===== src/rtl/rr_arb_bin.sv =====
// rr_arb_bin: round-robin arbiter that reports the winning requester as a
// binary index through a single registered valid/ready output slot.
//
// Ports:
//   clk          rising-edge clock
//   rst_n        asynchronous active-low reset
//   req          [N-1:0] level-sensitive request vector
//   grant_valid  slot holds a grant
//   grant_ready  downstream accepts the grant this cycle
//   grant_idx    [IDX_W-1:0] binary index of the granted requester
//   grant_count  [15:0] saturating accepted-grant counter
//                (present only when RR_ARB_CNT_EN is defined)
//
// Optional feature macro: RR_ARB_CNT_EN
module rr_arb_bin #(
  parameter int unsigned N     = 8,
  parameter int unsigned IDX_W = 3
) (
  input  logic             clk,
  input  logic             rst_n,
  input  logic [N-1:0]     req,
  output logic             grant_valid,
  input  logic             grant_ready,
  output logic [IDX_W-1:0] grant_idx
`ifdef RR_ARB_CNT_EN
  ,
  output logic [15:0]      grant_count
`endif
);

  typedef enum logic {
    S_EMPTY = 1'b0,
    S_FULL  = 1'b1
  } state_t;

  state_t           r_state;
  logic [IDX_W-1:0] r_idx;
  logic [IDX_W-1:0] r_ptr;

  logic             w_accept;
  logic             w_arb_en;
  logic [N-1:0]     w_mask;
  logic [N-1:0]     w_eff;
  logic             w_found;
  logic [IDX_W-1:0] w_win;

  assign grant_valid = (r_state == S_FULL);
  assign grant_idx   = r_idx;

  always_comb begin
    w_accept = (r_state == S_FULL) && grant_ready;
    w_arb_en = (r_state == S_EMPTY) || w_accept;
    w_mask   = '0;
    if (w_accept) begin
      w_mask[r_idx] = 1'b1;
    end
    w_eff = req & ~w_mask;
  end

  // Rotating priority search starting just after ptr. N is a power of two,
  // so the IDX_W-bit sum wraps from N-1 back to 0 without an explicit modulo.
  always_comb begin
    w_found = 1'b0;
    w_win   = '0;
    for (int unsigned k = 0; k < N; k++) begin
      if (!w_found && w_eff[r_ptr + IDX_W'(k + 1)]) begin
        w_found = 1'b1;
        w_win   = r_ptr + IDX_W'(k + 1);
      end
    end
  end

  // Pointer moves only on acceptance; the search in an accepting cycle still
  // uses the old pointer, with the mask preventing a duplicate grant.
  always_ff @(posedge clk or negedge rst_n) begin
    if (!rst_n) begin
      r_state <= S_EMPTY;
      r_idx   <= '0;
      r_ptr   <= '1;
    end else begin
      if (w_accept) begin
        r_ptr <= r_idx;
      end
      if (w_arb_en) begin
        if (w_found) begin
          r_state <= S_FULL;
          r_idx   <= w_win;
        end else begin
          r_state <= S_EMPTY;
        end
      end
    end
  end

`ifdef RR_ARB_CNT_EN
  logic [15:0] r_cnt;

  assign grant_count = r_cnt;

  always_ff @(posedge clk or negedge rst_n) begin
    if (!rst_n) begin
      r_cnt <= '0;
    end else if (w_accept && (r_cnt != 16'hFFFF)) begin
      r_cnt <= r_cnt + 16'd1;
    end
  end
`endif

endmodule


===== config.mk =====
export PLATFORM = sky130hd
export DESIGN_NAME = rr_arb_bin
export DESIGN_NICKNAME = d
export VERILOG_FILES = /design/src/rtl/rr_arb_bin.sv
export SDC_FILE = /design/constraint.sdc
export NUM_CORES = 1
export LEC_CHECK = 0
export CAP_MARGIN = 10
export CORE_ASPECT_RATIO = 0.5
export CORE_UTILIZATION = 25
export DETAILED_ROUTE_END_ITERATION = 16
export PLACE_DENSITY_LB_ADDON = 0.08
export SLEW_MARGIN = 20
export SYNTH_ARGS = -nofsm -noshare
export SYNTH_HDL_FRONTEND = slang
export SYNTH_SLANG_ARGS = --single-unit

===== constraint.sdc =====
create_clock -name clk -period 4.3 [get_ports clk]
set_clock_uncertainty 0.05 [all_clocks]
set_input_delay 0.43 -clock clk [delete_from_list [all_inputs] [get_ports clk]]
set_output_delay 0.43 -clock clk [all_outputs]
set_load 0.02 [all_outputs]

==> reports/metrics.cfg, run 1 <==
[logic_synthesis]
yosysUniqueCellTypes=65
synth-edff-count=0
post_synth.cell_area_avg_sq_um=9.95
share_of_synthesized_registers_carrying_an_async_set_or_reset=1.00
syn_inst=158
post_synth_instance_area_sq_um=1570
ys.warnings.count=0
synth_top_flop_cell=sky130_fd_sc_hd__dfrtp_1
synth_sequential_area_ratio=0.114
number_of_nets_produced_by_synthesis=171
ys_seq_elements=7

[sta]
timing.slew.headroom=0.529
final.min_clock_period_ns=3.84
fin_tns_setup_ns=0
timing_max_transition_violations_final=0
finalHoldViolCount=0
finalSetupViolCount=0
max_slew.worst_pin.slew_ns=0.704
fmax_ghz=0.260
unrepaired_setup_endpoints_after_global_routing=no
period_share=0.894

[final_layout]
post_layout_net_count=183
area.growth.synth_to_final_pct=15.1
n_antenna_cell=0
fin_util=0.313
final_layout_size_suffix_gt1_frac=0.272

[route]
ant_nets=0
vias_per_cell=5.49
remaining_drc_errors=0
drt-pass1-iter-count=4
route.detailed.wl_per_inst_um=18.4
num_vias=1389
drt_iter0_markers=103
postRouteWirelength_mm=4.65

[critical_path]
worst_setup_path_end_kind=register
slowest_cell_on_the_critical_path=sky130_fd_sc_hd__dfstp_2
r2r_setup_slack_ns=0.46
worst-path-buf-inv=1
cpPeakStageDelay_ns=0.77
cp.arrival_ns=3.87
critical_path.startpoint_type=register
timing_worst_setup_path_type=register to register
critPathTopFamily=multiplexers
critPathMaxFanout=19
crit_path_cell_trace=inv_1, ha_1, xor2_1, mux4_1, mux2_2, nand2_2, nor4_1, a2111oi_0, o31ai_1
cp_data_required_time_ns=4.32

[cts]
clk_latency_ns=0.23
clk_pin_slew_worst_paths_ns=0.04
htree_num_levels=1
cts-root-to-sink-buffers=2
cts.sinks=7
cts-buffers-inserted=3
post_cts_resized=0
cts_root_buf=sky130_fd_sc_hd__clkbuf_16
cts_hold_buffers=0
postCtsSetupRepairBufs=0
tritoncts=yes

[grt]
total_congestion_overflow=0
grt-busiest-layer=met1
grt_max_degree=20
antenna_violations_before_repair=0
grt.total_usage=0.148
grt.met3_usage=0.0324
grt_pass1_wl_mm=7.36
grt_pass1_vias=1280
grt.met2_usage=0.210
use_met1=0.229

[power]
power_report.internal_total_uw=833
design_power_total_mw=1.73
p_sw_frac=0.518
power.combinational.fraction=0.771
clock_power_share=0.092
power_switching_uw=897
leakagePower_nw=0.641
sequentialPowerShare=0.137
worst_ir_drop_vdd_v=0.000395
power.density_cell_area_nw_per_um2=956

[run]
max_cap_violations=0

[floorplan]
die_height_um=58.1
dieWidth_um=114
die_area_sq_um=6630
initial_core_util=0.272
fp-row-count=19
num_io_pins=15
floorplan.core_area_sq_um=5780

[min_path]
min_path_type=input pin to async pin

[placement]
gp_routability_congestion=0.835
port-buffer-count=14
detailedPlacementHpwl_mm=3.71

[run_status]
outcome=completed

## worst register-to-register path, stage by stage, from the launching register on
cell and delay (ns):
sky130_fd_sc_hd__dfstp_2 0.77, sky130_fd_sc_hd__inv_1 0.12, sky130_fd_sc_hd__ha_1 0.24, sky130_fd_sc_hd__xor2_1 0.58
sky130_fd_sc_hd__mux4_1 0.64, sky130_fd_sc_hd__mux2_2 0.34, sky130_fd_sc_hd__nand2_2 0.14, sky130_fd_sc_hd__nor4_1 0.07
sky130_fd_sc_hd__a2111oi_0 0.53, sky130_fd_sc_hd__o31ai_1 0.21
## registers in the layout, indices dropped and copies added (netlist names)
signal	count
grant_valid	1
r_ptr	3
grant_idx	3
## final cells by class
| type | instances | area [sq um] |
|---|---|---|
| Clock buffer | 4 | 78.8 |
| Fill cell | 601 | 3970 |
| Inverter | 5 | 18.8 |
| Multi-Input combinational cell | 137 | 1270 |
| Sequential cell | 7 | 179 |
| Tap cell | 84 | 105 |
| Timing Repair Buffer | 16 | 155 |
## Yosys cell counts (3+ instances only)
master | instances | share of area
sky130_fd_sc_hd__nand2_1 | 14 | 0.033
sky130_fd_sc_hd__mux2_2 | 12 | 0.086
sky130_fd_sc_hd__mux2i_1 | 11 | 0.070
sky130_fd_sc_hd__nor2_1 | 8 | 0.019
sky130_fd_sc_hd__mux4_1 | 5 | 0.084
sky130_fd_sc_hd__nor3_1 | 5 | 0.016
sky130_fd_sc_hd__a31oi_1 | 4 | 0.016
sky130_fd_sc_hd__dfrtp_1 | 4 | 0.064
sky130_fd_sc_hd__inv_1 | 4 | 0.0095
sky130_fd_sc_hd__mux4_2 | 4 | 0.057
sky130_fd_sc_hd__nand2b_1 | 4 | 0.016
sky130_fd_sc_hd__nand3_1 | 4 | 0.013
sky130_fd_sc_hd__o21ai_0 | 4 | 0.013
sky130_fd_sc_hd__o21ai_2 | 4 | 0.022
sky130_fd_sc_hd__clkbuf_8 | 3 | 0.026
sky130_fd_sc_hd__dfstp_2 | 3 | 0.050
sky130_fd_sc_hd__nand2b_2 | 3 | 0.017
sky130_fd_sc_hd__o211ai_1 | 3 | 0.014
## power by group through the flow
stage / Combinational, mW / Clock, mW / Sequential, mW
after floorplan: 1.15 / 0 / 0.161
after global placement: 1.36 / 0 / 0.241
after detailed placement: 1.32 / 0 / 0.236
after CTS: 1.33 / 0.161 / 0.236
after global routing: 1.45 / 0.167 / 0.251
final: 1.33 / 0.159 / 0.237
## per-stage QoR
step / area [sq um] / instances / worst slack [ns] / hold slack [ns]
2_1_floorplan: 1570 / 158 / 0.946 / 0.0844
4_1_cts: 1810 / 253 / 0.509 / 0.425
3_3_place_gp: 1730 / 249 / 0.348 / 0.607
3_5_place_dp: 1730 / 249 / 0.559 / 0.596
5_1_grt: 1810 / 253 / 0.310 / 0.438
6_report: 1810 / 253 / 0.455 / 0.423
## cells by family after synthesis
logic type	Yosys count	share of synthesized area
AND/OR/NAND/NOR	55	0.208
AO/OA/AOI/OAI	46	0.266
multiplexers	32	0.297
buffers and inverters	14	0.0764
flip-flops	7	0.114
XOR/XNOR	2	0.0231
adder cells (fa/ha/maj)	2	0.0159
## worst paths after layout
| path | startpoint | end | cells after the start |
|---|---|---|---|
| max | r_ptr[1] | grant_idx[0] | 9 |
| min | rst_n | grant_idx[0] | 1 |
| max reg2reg | r_ptr[1] | grant_idx[0] | 9 |
| min reg2reg | r_ptr[1] | r_ptr[1] | 2 |
| max in group asynchronous | rst_n | r_ptr[0] | 1 |
| min in group clk | r_ptr[1] | r_ptr[1] | 2 |
## layer usage
layer	routed length, um	part of all wire	vias to the layer above
met1	2390	0.51	673
met2	1910	0.41	52
met4	27	0.0058	0
met3	316	0.068	2
met5	0	0	-
li1	-	-	662
## cells in the final DEF, fill, tap and decap left out, drive strengths merged, types with 2 or more instances in the layout
cell / synthesis / layout
nand3b: 3 / 3
dfrtp: 4 / 4
nor3b: 2 / 2
ha: 2 / 2
a21o: 2 / 2
inv: 4 / 4
o22ai: 2 / 2
mux2i: 11 / 11
mux4: 9 / 9
o2111ai: 2 / 2
o31ai: 4 / 4
o22a: 3 / 3
nand2: 16 / 16
dfstp: 3 / 3
o32ai: 2 / 2
buf: 3 / 2
mux2: 12 / 12
o211ai: 3 / 3
nand4: 2 / 2
o21ai: 11 / 11
nand2b: 7 / 7
clkdlybuf4s50: 0 / 14
nand3: 5 / 5
nor3: 5 / 5
nor2: 8 / 8
a31oi: 4 / 4
clkbuf: 5 / 4
(Power assumes the default switching activity.)
==> run 2: changes to the inputs <==
- CTS_CLUSTER_DIAMETER: default -> 100
==> results of run 2 <==
No change in the layout: final DEF, timing and power equal those of run 1.
